## src/rtl/id_ex_stage_if.sv

```systemverilog
// ID-side bundle delivered to the ID/EX pipeline register: decoded
// operands, register indices, immediate and control bits.
interface id_ex_stage_if;
   logic [31:0] id_pc_plus4;
   logic [31:0] id_read_data1;
   logic [31:0] id_read_data2;
   logic [31:0] id_imm;
   logic [4:0]  id_rs;
   logic [4:0]  id_rt;
   logic [4:0]  id_rd;
   logic [4:0]  id_sa;
   logic [5:0]  id_funct;
   logic        id_reg_write;
   logic        id_mem_to_reg;
   logic        id_mem_read;
   logic        id_mem_write;
   logic        id_branch;
   logic        id_alu_src;
   logic        id_reg_dst;
   logic        id_alu_op1;
   logic        id_alu_op2;

   // Decode stage drives the bundle.
   modport master (
      output id_pc_plus4, id_read_data1, id_read_data2, id_imm,
             id_rs, id_rt, id_rd, id_sa, id_funct,
             id_reg_write, id_mem_to_reg, id_mem_read, id_mem_write,
             id_branch, id_alu_src, id_reg_dst, id_alu_op1, id_alu_op2
   );

   // ID/EX register consumes the bundle.
   modport slave (
      input  id_pc_plus4, id_read_data1, id_read_data2, id_imm,
             id_rs, id_rt, id_rd, id_sa, id_funct,
             id_reg_write, id_mem_to_reg, id_mem_read, id_mem_write,
             id_branch, id_alu_src, id_reg_dst, id_alu_op1, id_alu_op2
   );
endinterface

```

## src/rtl/id_ex_stage.sv

```systemverilog
// ID/EX pipeline register plus the EX-side operand select: forwarding
// from EX/MEM and MEM/WB, ALU operand muxing, destination register and
// branch target. Update priority is reset > flush > hold > load; a
// bubble is all-zero, so it writes nothing and never forwards.
module id_ex_stage (
   input  logic               clk,
   input  logic               reset,
   input  logic               hold,
   input  logic               flush,
   id_ex_stage_if.slave       id,
   input  logic               exm_reg_write,
   input  logic [4:0]         exm_rd,
   input  logic [31:0]        exm_result,
   input  logic               mwb_reg_write,
   input  logic [4:0]         mwb_rd,
   input  logic [31:0]        mwb_data,
   output logic [31:0]        ex_data1,
   output logic [31:0]        ex_data2,
   output logic [4:0]         ex_sa,
   output logic [5:0]         ex_funct,
   output logic               ex_alu_op1,
   output logic               ex_alu_op2,
   output logic [31:0]        ex_store_data,
   output logic [4:0]         ex_write_reg,
   output logic [31:0]        ex_branch_target,
   output logic               ex_reg_write,
   output logic               ex_mem_to_reg,
   output logic               ex_mem_read,
   output logic               ex_mem_write,
   output logic               ex_branch,
   output logic               ex_valid,
   output logic [1:0]         ex_fwd_a,
   output logic [1:0]         ex_fwd_b
);

   typedef struct packed {
      logic [31:0] pc_plus4;
      logic [31:0] read_data1;
      logic [31:0] read_data2;
      logic [31:0] imm;
      logic [4:0]  rs;
      logic [4:0]  rt;
      logic [4:0]  rd;
      logic [4:0]  sa;
      logic [5:0]  funct;
      logic        reg_write;
      logic        mem_to_reg;
      logic        mem_read;
      logic        mem_write;
      logic        branch;
      logic        alu_src;
      logic        reg_dst;
      logic        alu_op1;
      logic        alu_op2;
      logic        valid;
   } stage_t;

   localparam logic [1:0] FWD_NONE = 2'b00;
   localparam logic [1:0] FWD_MWB  = 2'b01;
   localparam logic [1:0] FWD_EXM  = 2'b10;

   stage_t      stage_q;
   stage_t      stage_d;
   logic [1:0]  fwd_a;
   logic [1:0]  fwd_b;
   logic [31:0] op_a;
   logic [31:0] op_b;

   // Next register contents: flush loads a bubble, hold keeps, else load.
   always_comb begin
      stage_d = stage_q;
      if (flush) begin
         stage_d = '0;
      end else if (!hold) begin
         stage_d.pc_plus4   = id.id_pc_plus4;
         stage_d.read_data1 = id.id_read_data1;
         stage_d.read_data2 = id.id_read_data2;
         stage_d.imm        = id.id_imm;
         stage_d.rs         = id.id_rs;
         stage_d.rt         = id.id_rt;
         stage_d.rd         = id.id_rd;
         stage_d.sa         = id.id_sa;
         stage_d.funct      = id.id_funct;
         stage_d.reg_write  = id.id_reg_write;
         stage_d.mem_to_reg = id.id_mem_to_reg;
         stage_d.mem_read   = id.id_mem_read;
         stage_d.mem_write  = id.id_mem_write;
         stage_d.branch     = id.id_branch;
         stage_d.alu_src    = id.id_alu_src;
         stage_d.reg_dst    = id.id_reg_dst;
         stage_d.alu_op1    = id.id_alu_op1;
         stage_d.alu_op2    = id.id_alu_op2;
         stage_d.valid      = 1'b1;
      end
   end

   // Pipeline register with synchronous reset to a bubble.
   always_ff @(posedge clk) begin
      if (reset) begin
         stage_q <= '0;
      end else begin
         stage_q <= stage_d;
      end
   end

   // Forwarding selects from stored rs/rt; EX/MEM beats MEM/WB, r0 never forwards.
   always_comb begin
      fwd_a = FWD_NONE;
      fwd_b = FWD_NONE;
      if (exm_reg_write && (exm_rd != 5'd0) && (exm_rd == stage_q.rs)) begin
         fwd_a = FWD_EXM;
      end else if (mwb_reg_write && (mwb_rd != 5'd0) && (mwb_rd == stage_q.rs)) begin
         fwd_a = FWD_MWB;
      end
      if (exm_reg_write && (exm_rd != 5'd0) && (exm_rd == stage_q.rt)) begin
         fwd_b = FWD_EXM;
      end else if (mwb_reg_write && (mwb_rd != 5'd0) && (mwb_rd == stage_q.rt)) begin
         fwd_b = FWD_MWB;
      end
   end

   // Forwarded rs/rt values.
   always_comb begin
      case (fwd_a)
         FWD_EXM: op_a = exm_result;
         FWD_MWB: op_a = mwb_data;
         default: op_a = stage_q.read_data1;
      endcase
      case (fwd_b)
         FWD_EXM: op_b = exm_result;
         FWD_MWB: op_b = mwb_data;
         default: op_b = stage_q.read_data2;
      endcase
   end

   assign ex_data1         = op_a;
   assign ex_data2         = stage_q.alu_src ? stage_q.imm : op_b;
   assign ex_store_data    = op_b;
   assign ex_write_reg     = stage_q.reg_dst ? stage_q.rd : stage_q.rt;
   assign ex_branch_target = stage_q.pc_plus4 + {stage_q.imm[29:0], 2'b00};
   assign ex_sa            = stage_q.sa;
   assign ex_funct         = stage_q.funct;
   assign ex_alu_op1       = stage_q.alu_op1;
   assign ex_alu_op2       = stage_q.alu_op2;
   assign ex_reg_write     = stage_q.reg_write;
   assign ex_mem_to_reg    = stage_q.mem_to_reg;
   assign ex_mem_read      = stage_q.mem_read;
   assign ex_mem_write     = stage_q.mem_write;
   assign ex_branch        = stage_q.branch;
   assign ex_valid         = stage_q.valid;
   assign ex_fwd_a         = fwd_a;
   assign ex_fwd_b         = fwd_b;

endmodule

```

## src/flat_wrapper.sv

```systemverilog
// flat-port wrapper written by rule: the top's interface ports become plain ports
module id_ex_stage_flat 
  (clk, reset, hold, flush, exm_reg_write, exm_rd, exm_result, mwb_reg_write, mwb_rd, mwb_data, ex_data1, ex_data2, ex_sa, ex_funct, ex_alu_op1, ex_alu_op2, ex_store_data, ex_write_reg, ex_branch_target, ex_reg_write, ex_mem_to_reg, ex_mem_read, ex_mem_write, ex_branch, ex_valid, ex_fwd_a, ex_fwd_b, id_id_pc_plus4, id_id_read_data1, id_id_read_data2, id_id_imm, id_id_rs, id_id_rt, id_id_rd, id_id_sa, id_id_funct, id_id_reg_write, id_id_mem_to_reg, id_id_mem_read, id_id_mem_write, id_id_branch, id_id_alu_src, id_id_reg_dst, id_id_alu_op1, id_id_alu_op2);
  id_ex_stage_if id_i ();
  input  logic clk;
  input  logic reset;
  input  logic hold;
  input  logic flush;
  input  logic exm_reg_write;
  input  logic [4:0] exm_rd;
  input  logic [31:0] exm_result;
  input  logic mwb_reg_write;
  input  logic [4:0] mwb_rd;
  input  logic [31:0] mwb_data;
  output logic [31:0] ex_data1;
  output logic [31:0] ex_data2;
  output logic [4:0] ex_sa;
  output logic [5:0] ex_funct;
  output logic ex_alu_op1;
  output logic ex_alu_op2;
  output logic [31:0] ex_store_data;
  output logic [4:0] ex_write_reg;
  output logic [31:0] ex_branch_target;
  output logic ex_reg_write;
  output logic ex_mem_to_reg;
  output logic ex_mem_read;
  output logic ex_mem_write;
  output logic ex_branch;
  output logic ex_valid;
  output logic [1:0] ex_fwd_a;
  output logic [1:0] ex_fwd_b;
  input wire logic [$bits(id_i.id_pc_plus4)-1:0] id_id_pc_plus4;
  input wire logic [$bits(id_i.id_read_data1)-1:0] id_id_read_data1;
  input wire logic [$bits(id_i.id_read_data2)-1:0] id_id_read_data2;
  input wire logic [$bits(id_i.id_imm)-1:0] id_id_imm;
  input wire logic [$bits(id_i.id_rs)-1:0] id_id_rs;
  input wire logic [$bits(id_i.id_rt)-1:0] id_id_rt;
  input wire logic [$bits(id_i.id_rd)-1:0] id_id_rd;
  input wire logic [$bits(id_i.id_sa)-1:0] id_id_sa;
  input wire logic [$bits(id_i.id_funct)-1:0] id_id_funct;
  input wire logic [$bits(id_i.id_reg_write)-1:0] id_id_reg_write;
  input wire logic [$bits(id_i.id_mem_to_reg)-1:0] id_id_mem_to_reg;
  input wire logic [$bits(id_i.id_mem_read)-1:0] id_id_mem_read;
  input wire logic [$bits(id_i.id_mem_write)-1:0] id_id_mem_write;
  input wire logic [$bits(id_i.id_branch)-1:0] id_id_branch;
  input wire logic [$bits(id_i.id_alu_src)-1:0] id_id_alu_src;
  input wire logic [$bits(id_i.id_reg_dst)-1:0] id_id_reg_dst;
  input wire logic [$bits(id_i.id_alu_op1)-1:0] id_id_alu_op1;
  input wire logic [$bits(id_i.id_alu_op2)-1:0] id_id_alu_op2;
  assign id_i.id_pc_plus4 = id_id_pc_plus4;
  assign id_i.id_read_data1 = id_id_read_data1;
  assign id_i.id_read_data2 = id_id_read_data2;
  assign id_i.id_imm = id_id_imm;
  assign id_i.id_rs = id_id_rs;
  assign id_i.id_rt = id_id_rt;
  assign id_i.id_rd = id_id_rd;
  assign id_i.id_sa = id_id_sa;
  assign id_i.id_funct = id_id_funct;
  assign id_i.id_reg_write = id_id_reg_write;
  assign id_i.id_mem_to_reg = id_id_mem_to_reg;
  assign id_i.id_mem_read = id_id_mem_read;
  assign id_i.id_mem_write = id_id_mem_write;
  assign id_i.id_branch = id_id_branch;
  assign id_i.id_alu_src = id_id_alu_src;
  assign id_i.id_reg_dst = id_id_reg_dst;
  assign id_i.id_alu_op1 = id_id_alu_op1;
  assign id_i.id_alu_op2 = id_id_alu_op2;
  id_ex_stage u_core (.clk(clk), .reset(reset), .hold(hold), .flush(flush), .id(id_i), .exm_reg_write(exm_reg_write), .exm_rd(exm_rd), .exm_result(exm_result), .mwb_reg_write(mwb_reg_write), .mwb_rd(mwb_rd), .mwb_data(mwb_data), .ex_data1(ex_data1), .ex_data2(ex_data2), .ex_sa(ex_sa), .ex_funct(ex_funct), .ex_alu_op1(ex_alu_op1), .ex_alu_op2(ex_alu_op2), .ex_store_data(ex_store_data), .ex_write_reg(ex_write_reg), .ex_branch_target(ex_branch_target), .ex_reg_write(ex_reg_write), .ex_mem_to_reg(ex_mem_to_reg), .ex_mem_read(ex_mem_read), .ex_mem_write(ex_mem_write), .ex_branch(ex_branch), .ex_valid(ex_valid), .ex_fwd_a(ex_fwd_a), .ex_fwd_b(ex_fwd_b));
endmodule
```

## config.mk

```make
export PLATFORM = sky130hd
export DESIGN_NAME = id_ex_stage_flat
export DESIGN_NICKNAME = d
export VERILOG_FILES = /design/src/rtl/id_ex_stage_if.sv /design/src/rtl/id_ex_stage.sv /design/src/flat_wrapper.sv
export SDC_FILE = /design/constraint.sdc
export NUM_CORES = 1
export LEC_CHECK = 0
export CAP_MARGIN = 20
export CORE_MARGIN = 8
export CORE_UTILIZATION = 35
export CTS_CLUSTER_DIAMETER = 80
export DETAILED_ROUTE_END_ITERATION = 16
export GPL_ROUTABILITY_DRIVEN = 0
export PLACE_DENSITY_LB_ADDON = 0.3
export SYNTH_ARGS = -nofsm -noshare
export SYNTH_HDL_FRONTEND = slang
export SYNTH_SLANG_ARGS = --single-unit
```

## constraint.sdc

```tcl
create_clock -name clk -period 5 [get_ports clk]
set_input_delay 1.5 -clock clk [delete_from_list [all_inputs] [get_ports clk]]
set_output_delay 1.5 -clock clk [all_outputs]
set_load 0.03 [all_outputs]
```

==> results.yml, run 1 <==
critical_path:
  critPathMaxFanout: 6
  path_common_cell: "buf_12"
  cp.required_ns: 3.50
  path_cells: "buf_8 -> or4_4 -> o21ai_4 -> nor4_4 -> buf_12 -> buf_12 -> buf_16 -> mux2i_4 -> a21oi_2 -> mux2_2 -> buf_6"
  slowest_delay_ns: 0.53
  cp-end-kind: "output port"
  critPathKind: "primary input to output port"
  cpMaxStageDelayCell: "or4_4"
  critPathLaunchType: "primary input"
  cp.arrival_ns: 3.56
global_routing:
  grtUsageTotal_pct: 22.3
  grt_pass1_vias: 9558
  grt_pass1_wl_um: 57200
  overflow: 0
  grt_max_degree: 77
  antenna_found_initial: 6
logic_synthesis:
  syn-num-nets: 1344
  ys_seq_area_share_pct: 34.6
  ys.flop_type: "dfxtp_1"
  synth_top_area_cell: "dfxtp_1"
  yosys-top-cells-area: "dfxtp_1, mux2i_1, nor2_1, mux2_2, ha_1"
  syn_area_um2: 9490
  async_flop_share_pct: 0
  synth-seq-cells: 164
  ys_warn_count: 0
  synth_cells: 1071
  ys_types: 46
  netlist.area_leader.share_pct: 34.6
  syn_area_per_cell_um2: 8.86
  synth_edf_count: 0
clocking:
  clk_pin_slew_ns: 0.07
  cts_buffers: 17
  cts_max_level: 4
  clock-root-buffer: "clkbuf_16"
  cts_tree: "yes"
  ctsHoldBuffers: 0
  clockBufferDepth: 2
  cts_sinks: 164
  clk_latency_ns: 0.42
placed_design:
  pre_cts_ws_ns: -0.742
  portBuffers: 398
  place_hpwl_um: 29300
  place_area_um2: 14200
route:
  drt_iter0_drc: 450
  routed_wirelength_um: 38200
  ant_nets: 0
  drt-wirelength-per-cell_um: 20.6
  vias: 9325
  drc_errors: 0
  vias_per_cell: 5.04
  dr.pass1.iters: 5
cells_and_area:
  regMostFlops: "u_core.stage_q"
  largest_reg_flops: 145
  area_growth_pct: 62.8
  mostFrequentLayoutCell: "clkdlybuf4s50_1"
  layout_common_cells: "clkdlybuf4s50_1, mux2i_1, nor2_1"
  fin_nets: 1763
  drive_above_1_share_pct: 23.0
  post-route-util_pct: 57.7
  final_area_um2: 15500
sta:
  worstMarginPinSlew_ns: 1.01
  period_share_pct: 101
  fmax_mhz: 198
  tns_ns: -0.295
  max_slew_margin_pct: 32.5
  worst_slack_ns: -0.0592
  layout_min_cycle_time_ns: 5.06
  slew_viol_final: 0
  setup_viol: 14
  hold_ws_ns: 0.466
  rsz0062_at_grt: "true"
  fin_skew_ns: 0
  finalHoldViolCount: 0
floorplan:
  io_pins: 399
  rows: 60
  dieArea_um2: 32600
  core-area_um2: 26800
  die_w_um: 181
  die_y_um: 181
  start_util_pct: 35.4
run_status:
  status: "finished with violations"
  violations: "negative setup slack"
job:
  maxCapViolations: 0
hold_path:
  hold_class: "flop to flop"
power:
  ir_drop_mv: 0.179
  leakage_nw: 6.71
  powerDensity_nw_per_um2: 227
==> cell type report <==
type                            instances  area (um^2)
Fill cell                            2350        11300
Multi-Input combinational cell        809         6160
Timing Repair Buffer                  486         4980
Sequential cell                       164         3280
Clock buffer                           18          429
Tap cell                              341          427
Clock inverter                         14          119
Inverter                               12         45.0
Antenna cell                            5         12.5
==> Yosys cell counts (5+ instances only) <==
master / instances
nand2_1: 52
buf_1: 17
o21ai_1: 8
inv_1: 12
clkbuf_1: 43
ha_1: 29
nor2_1: 208
a21oi_1: 52
xnor2_1: 27
mux2_2: 38
a21o_1: 5
o21bai_1: 5
buf_4: 16
buf_6: 5
nand3_1: 13
a31oi_1: 5
buf_2: 5
o21ai_0: 46
a21oi_2: 11
nor2b_1: 6
dfxtp_1: 164
nand4_1: 7
xor2_1: 19
mux2i_1: 228
==> timing repair <==
action,CTS,global route
gates resized for setup,192,48
endpoints found under the hold margin,0,0
buffers inserted,16,2
setup endpoints to repair,104,50
cloned,3,0
pin swaps,31,11
==> worst max-delay path, delay by kind of cell <==
kind / cells / cell delay [ns]
buffers and inverters: 5 / 0.67
AND/OR/NAND/NOR: 2 / 0.60
multiplexers: 2 / 0.39
AO/OA/AOI/OAI: 2 / 0.36
==> worst paths after layout <==
| kind | slack, ns | startpoint | depth (start not counted) | end |
|---|---|---|---|---|
| max | -0.06 | mwb_rd[0] | 11 | ex_data2[3] |
| min | 0.47 | u_core.ex_valid$_SDFFE_PP0N_ | 2 | u_core.ex_valid$_SDFFE_PP0N_ |
| max reg2reg | 3.66 | u_core.stage_q[4]$_SDFFE_PP0N_ | 2 | u_core.stage_q[4]$_SDFFE_PP0N_ |
| min reg2reg | 0.47 | u_core.ex_valid$_SDFFE_PP0N_ | 2 | u_core.ex_valid$_SDFFE_PP0N_ |
==> metrics by stage <==
| stage | cells | power, mW |
|---|---|---|
| 6_report | 1849 | 3.51 |
| 5_1_grt | 1849 | 3.65 |
| 4_1_cts | 1843 | 3.53 |
| 3_5_place_dp | 1794 | 2.24 |
| 3_3_place_gp | 1794 | 2.23 |
| 2_1_floorplan | 1071 | 1.80 |
==> layer usage <==
metal  wire, um  vias to the layer above  GRT usage, %
met5         13                        -             0
met4       1110                        2          7.54
met3       2710                       55          6.78
met2      18600                      334          38.4
met1      15800                     4389          25.9
li1           -                     4545             -
==> cells by family (layout without fill, tap and decap cells) <==
logic type,after synthesis,in the layout,synth area share (%)
simple gates,315,315,14.1
mux,266,266,28.5
flops,164,164,34.6
compound gates,152,152,9.49
buf+inv,98,530,4.97
xor+xnor,46,46,4.24
fa+ha+maj,30,30,4.03
other cells,0,5,0
==> power breakdown <==
| group | switching, mW | leakage, nW | internal (mW) | total [mW] |
|---|---|---|---|---|
| clock | 0.605 | 0.270 | 0.654 | 1.26 |
| sequential | 0.0403 | 1.34 | 1.35 | 1.39 |
| combinational | 0.407 | 5.10 | 0.451 | 0.858 |
Power figures use the tool's default switching activity.
==> run 2: changes to the inputs <==
CORE_UTILIZATION = 44   (was 35)
==> results.yml, run 2 (same netlist as run 1, synthesis figures left out) <==
job:
  maxCapViolations: 0
global_routing:
  antenna_found_initial: 10
  grt_max_degree: 77
  grtUsageTotal_pct: 27.5
  grt_pass1_vias: 9871
  overflow: 0
  grt_pass1_wl_um: 56600
critical_path:
  cp.arrival_ns: 3.48
  rr_endpoint: "u_core.stage_q[4]$_SDFFE_PP0N_"
  critPathKind: "primary input to output port"
  cp.required_ns: 3.50
  rrSetupSlack_ns: 3.55
  path_cells: "buf_2 -> or4_4 -> o21ai_4 -> nor4_4 -> buf_6 -> buf_12 -> mux2i_1 -> a21oi_2 -> mux2_4 -> buf_6"
  worstReg2RegStart: "u_core.stage_q[4]$_SDFFE_PP0N_"
  worstRegToRegCells: 3
  slowest_delay_ns: 0.54
  critPathLaunchType: "primary input"
  path_common_cell: "buf_6"
  cp-end-kind: "output port"
  critPathMaxFanout: 6
  cpMaxStageDelayCell: "or4_4"
  critical_path_buf_inv_count: 4
  crit_family: "simple AND/OR/NAND/NOR gates"
sta:
  layout_min_cycle_time_ns: 4.98
  tns_ns: 0
  worst_slack_ns: 0.0213
  rsz0062_at_grt: "true"
  worstMarginPinSlew_ns: 0.629
  slew_viol_final: 0
  period_share_pct: 99.6
  setup_viol: 0
  finalHoldViolCount: 0
  max_slew_margin_pct: 58.0
  fin_skew_ns: 0
  fmax_mhz: 201
  hold_ws_ns: 0.462
cells_and_area:
  regMostFlops: "u_core.stage_q"
  final_area_um2: 15600
  drive_above_1_share_pct: 24.1
  layout_common_cells: "clkdlybuf4s50_1, mux2i_1, nor2_1"
  mostFrequentLayoutCell: "clkdlybuf4s50_1"
  fillers: 1530
  final-instance-count-excl-fill: 1791
  area_growth_pct: 64.2
  largest_reg_flops: 145
  fin_nets: 1766
  post-route-util_pct: 73.9
power:
  ir_drop_mv: 0.264
  leakage_nw: 6.66
  p_total_mw: 3.58
  powerDensity_nw_per_um2: 230
route:
  drt-wirelength-per-cell_um: 21.4
  ant_nets: 0
  drt_iter0_drc: 609
  drc_errors: 0
  routed_wirelength_um: 38300
  vias_per_cell: 5.38
  dr.pass1.iters: 5
  vias: 9635
clocking:
  clock-root-buffer: "clkbuf_16"
  cts_sinks: 164
  clk_pin_slew_ns: 0.07
  cts_buffers: 17
  ctsHoldBuffers: 0
  cts_tree: "yes"
  clk_latency_ns: 0.42
  cts_max_level: 4
  clockBufferDepth: 2
floorplan:
  die_y_um: 163
  dieArea_um2: 26500
  io_pins: 399
  die_w_um: 163
  rows: 53
  start_util_pct: 45.0
  core-area_um2: 21100
run_status:
  status: "finished, final reports clean"
placed_design:
  dpl.cell_count: 1722
  pre_cts_ws_ns: -0.961
  place_hpwl_um: 28800
  place_area_um2: 14000
  portBuffers: 398
hold_path:
  hold_path_depth: 2
  min_to: "u_core.ex_valid$_SDFFE_PP0N_"
  hp-start: "u_core.ex_valid$_SDFFE_PP0N_"
  hold_class: "flop to flop"
-- run 2: cell count changes in the layout (fill, tap and decap cells not counted), sizes merged --
| cell | previous run | this run |
|---|---|---|
| dlygate4sd2 | 4 | 9 |
| inv | 20 | 21 |
| diode | 5 | 10 |
| clkdlybuf4s50 | 271 | 276 |
| clkinvlp | 1 | 2 |
| clkbuf | 24 | 21 |
| bufinv | 0 | 1 |
| buf | 195 | 200 |
| dlymetal6s2s | 10 | 2 |
| clkinv | 5 | 1 |
-- run 2: how the worst max path moves through the flow --
stage | start | end | slack, ns | depth (start not counted)
final | mwb_rd[3] | ex_data2[26] | 0.02 | 10
after CTS | mwb_rd[0] | ex_data2[1] | -0.04 | 11
after detailed placement | mwb_rd[0] | ex_data2[2] | -0.96 | 9
after floorplan | exm_rd[4] | ex_data2[1] | 0.06 | 8
after global placement | mwb_rd[0] | ex_data2[0] | -0.94 | 9
after global routing | exm_rd[0] | ex_data2[26] | -0.05 | 12
-- run 2: routing by layer --
layer | up-vias | part of all wire, % | routed length, um | track usage [%]
li1 | 4570 | - | - | -
met4 | 6 | 3.5 | 1330 | 12.4
met5 | - | 0.11 | 41 | 0
met2 | 452 | 48 | 18300 | 44.8
met3 | 76 | 8.6 | 3310 | 8.70
met1 | 4531 | 40 | 15300 | 32.5
-- run 2: where the power goes --
part | leakage, nW | switching, mW | internal [mW] | total [mW]
sequential | 1.34 | 0.0389 | 1.35 | 1.39
combinational | 5.04 | 0.417 | 0.456 | 0.873
clock | 0.285 | 0.592 | 0.731 | 1.32
-- run 2: repair_timing --
action,4_1_cts,5_1_grt
setup buffers,22,6
pin swaps,25,10
resized for setup,198,41
gates cloned,6,1
endpoints found under the setup margin,108,50
-- run 2: worst register-to-register path: stages (launching register included) --
cell	delay (ns)
dfxtp_2	0.68
buf_4	0.47
mux2i_1	0.14
nor2_1	0.10
-- run 2: final cells by class --
cell class              instances  area (um^2)  area share [%]
repair buffers                489         5040            32.3
diodes                         10         25.0           0.161
clock buffers                  19          453            2.91
well taps                     275          344            2.21
clock inverters                13          135           0.867
flip-flops and latches        164         3280            21.1
inverters                      12         45.0           0.289
multi-input cells             809         6260            40.2
==> run 3: changes to the inputs <==
CORE_AREA = 3 3 154 156   (was unset)
CORE_MARGIN = unset   (was 8)
CORE_UTILIZATION = unset   (was 44)
CTS_BUF_LIST = sky130_fd_sc_hd__clkbuf_8   (was unset)
DIE_AREA = 0 0 157 159   (was unset)
==> results.yml, run 3 (same netlist as run 1, synthesis figures left out) <==
run_status:
  status: "finished, final reports clean"
route:
  wl_met2_um: 17600
  dr.pass1.iters: 5
  top_layer: "met5"
  met3_wirelength_um: 2510
  drc_errors: 0
  routed_wirelength_um: 35700
  wl_met1_um: 14400
  vias: 9383
  vias_per_cell: 5.25
  ant_nets: 0
  drt_iter0_drc: 444
  drt-wirelength-per-cell_um: 20.0
critical_path:
  cp.required_ns: 3.50
  worstRegToRegCells: 3
  cp.arrival_ns: 3.48
  cp-end-kind: "output port"
  critPathKind: "primary input to output port"
  critPathMaxFanout: 7
  critPathLaunchType: "primary input"
placed_design:
  portBuffers: 398
  pre_cts_ws_ns: -0.978
  place_hpwl_um: 27000
global_routing:
  grtUsageTotal_pct: 27.4
  grt_pass1_vias: 9481
  grt_max_degree: 62
  grt_pass1_wl_um: 53400
  antenna_found_initial: 7
  overflow: 0
sta:
  finalHoldViolCount: 0
  max_slew_margin_pct: 52.1
  slew_viol_final: 0
  rsz0062_at_grt: "true"
  period_share_pct: 99.6
  worst_slack_ns: 0.0216
  layout_min_cycle_time_ns: 4.98
  tns_ns: 0
  fmax_mhz: 201
  setup_viol: 0
  worstMarginPinSlew_ns: 0.718
  fin_skew_ns: 0
cells_and_area:
  layout_common_cells: "clkdlybuf4s50_1, mux2i_1, nor2_1"
  post-route-util_pct: 66.3
  regMostFlops: "u_core.stage_q"
  largest_reg_flops: 145
  drive_above_1_share_pct: 22.5
  area_growth_pct: 57.2
  fin_nets: 1758
  mostFrequentLayoutCell: "clkdlybuf4s50_1"
clocking:
  clock-root-buffer: "clkbuf_8"
  cts_max_level: 4
  clockBufferDepth: 2
  clk_latency_ns: 0.45
  cts_sinks: 164
  cts_buffers: 17
  clk_pin_slew_ns: 0.10
  cts_tree: "yes"
job:
  maxCapViolations: 0
floorplan:
  start_util_pct: 42.2
  rows: 55
  die_y_um: 159
  core-area_um2: 22500
  io_pins: 399
  die_w_um: 157
  dieArea_um2: 25000
power:
  leakage_nw: 6.52
  powerDensity_nw_per_um2: 217
  ir_drop_mv: 0.134
hold_path:
  hold_path_depth: 2
  hold_class: "flop to flop"
[run 3: layout make-up]
| class | instances | area (um^2) |
|---|---|---|
| fillers | 1861 | 7580 |
| multi-input cells | 809 | 6060 |
| repair buffers | 481 | 4760 |
| flip-flops and latches | 164 | 3280 |
| well taps | 285 | 357 |
| clock buffers | 17 | 234 |
| clock inverters | 15 | 173 |
| inverters | 12 | 45.0 |
| diodes | 5 | 12.5 |
[run 3: through the flow]
stage	total power, mW	hold slack, ns	cells	cell area [um^2]
floorplan	1.80	0.458	1071	9560
global placement	2.21	0.439	1731	13900
detailed placement	2.22	0.440	1732	13900
CTS	3.26	0.455	1781	14800
global route	3.37	0.503	1787	14900
finish	3.24	0.455	1788	14900
[run 3: where the power goes]
group / switching (mW) / internal (mW) / total [mW]
clock network: 0.552 / 0.462 / 1.01
registers: 0.0392 / 1.35 / 1.39
logic: 0.400 / 0.437 / 0.838
[run 3: final timing paths]
check / start / end / slack [ns]
min reg2reg: u_core.ex_valid$_SDFFE_PP0N_ / u_core.ex_valid$_SDFFE_PP0N_ / 0.45
max: mwb_rd[4] / ex_data2[9] / 0.02
max reg2reg: u_core.stage_q[4]$_SDFFE_PP0N_ / u_core.stage_q[4]$_SDFFE_PP0N_ / 3.49
min: u_core.ex_valid$_SDFFE_PP0N_ / u_core.ex_valid$_SDFFE_PP0N_ / 0.45
[run 3: routing by layer]
layer  vias to the layer above  track usage (%)
met5                         -                0
met4                         6             10.7
met3                        71             7.04
met2                       357             47.1
met1                      4398             32.3
li1                       4551                -
[run 3: timing repair]
item	4_1_cts	5_1_grt
resized for setup	128	41
gates cloned	4	0
hold buffers	0	0
setup endpoints to repair	108	83
setup buffers	14	4
pin swaps	25	14
[run 3: critical path, stage by stage]
cell,delay [ns]
buf_2,0.12
or4_4,0.52
o21ai_4,0.18
nor4_4,0.08
buf_6,0.16
buf_4,0.16
mux2i_2,0.21
a21oi_2,0.10
mux2_2,0.28
buf_6,0.14
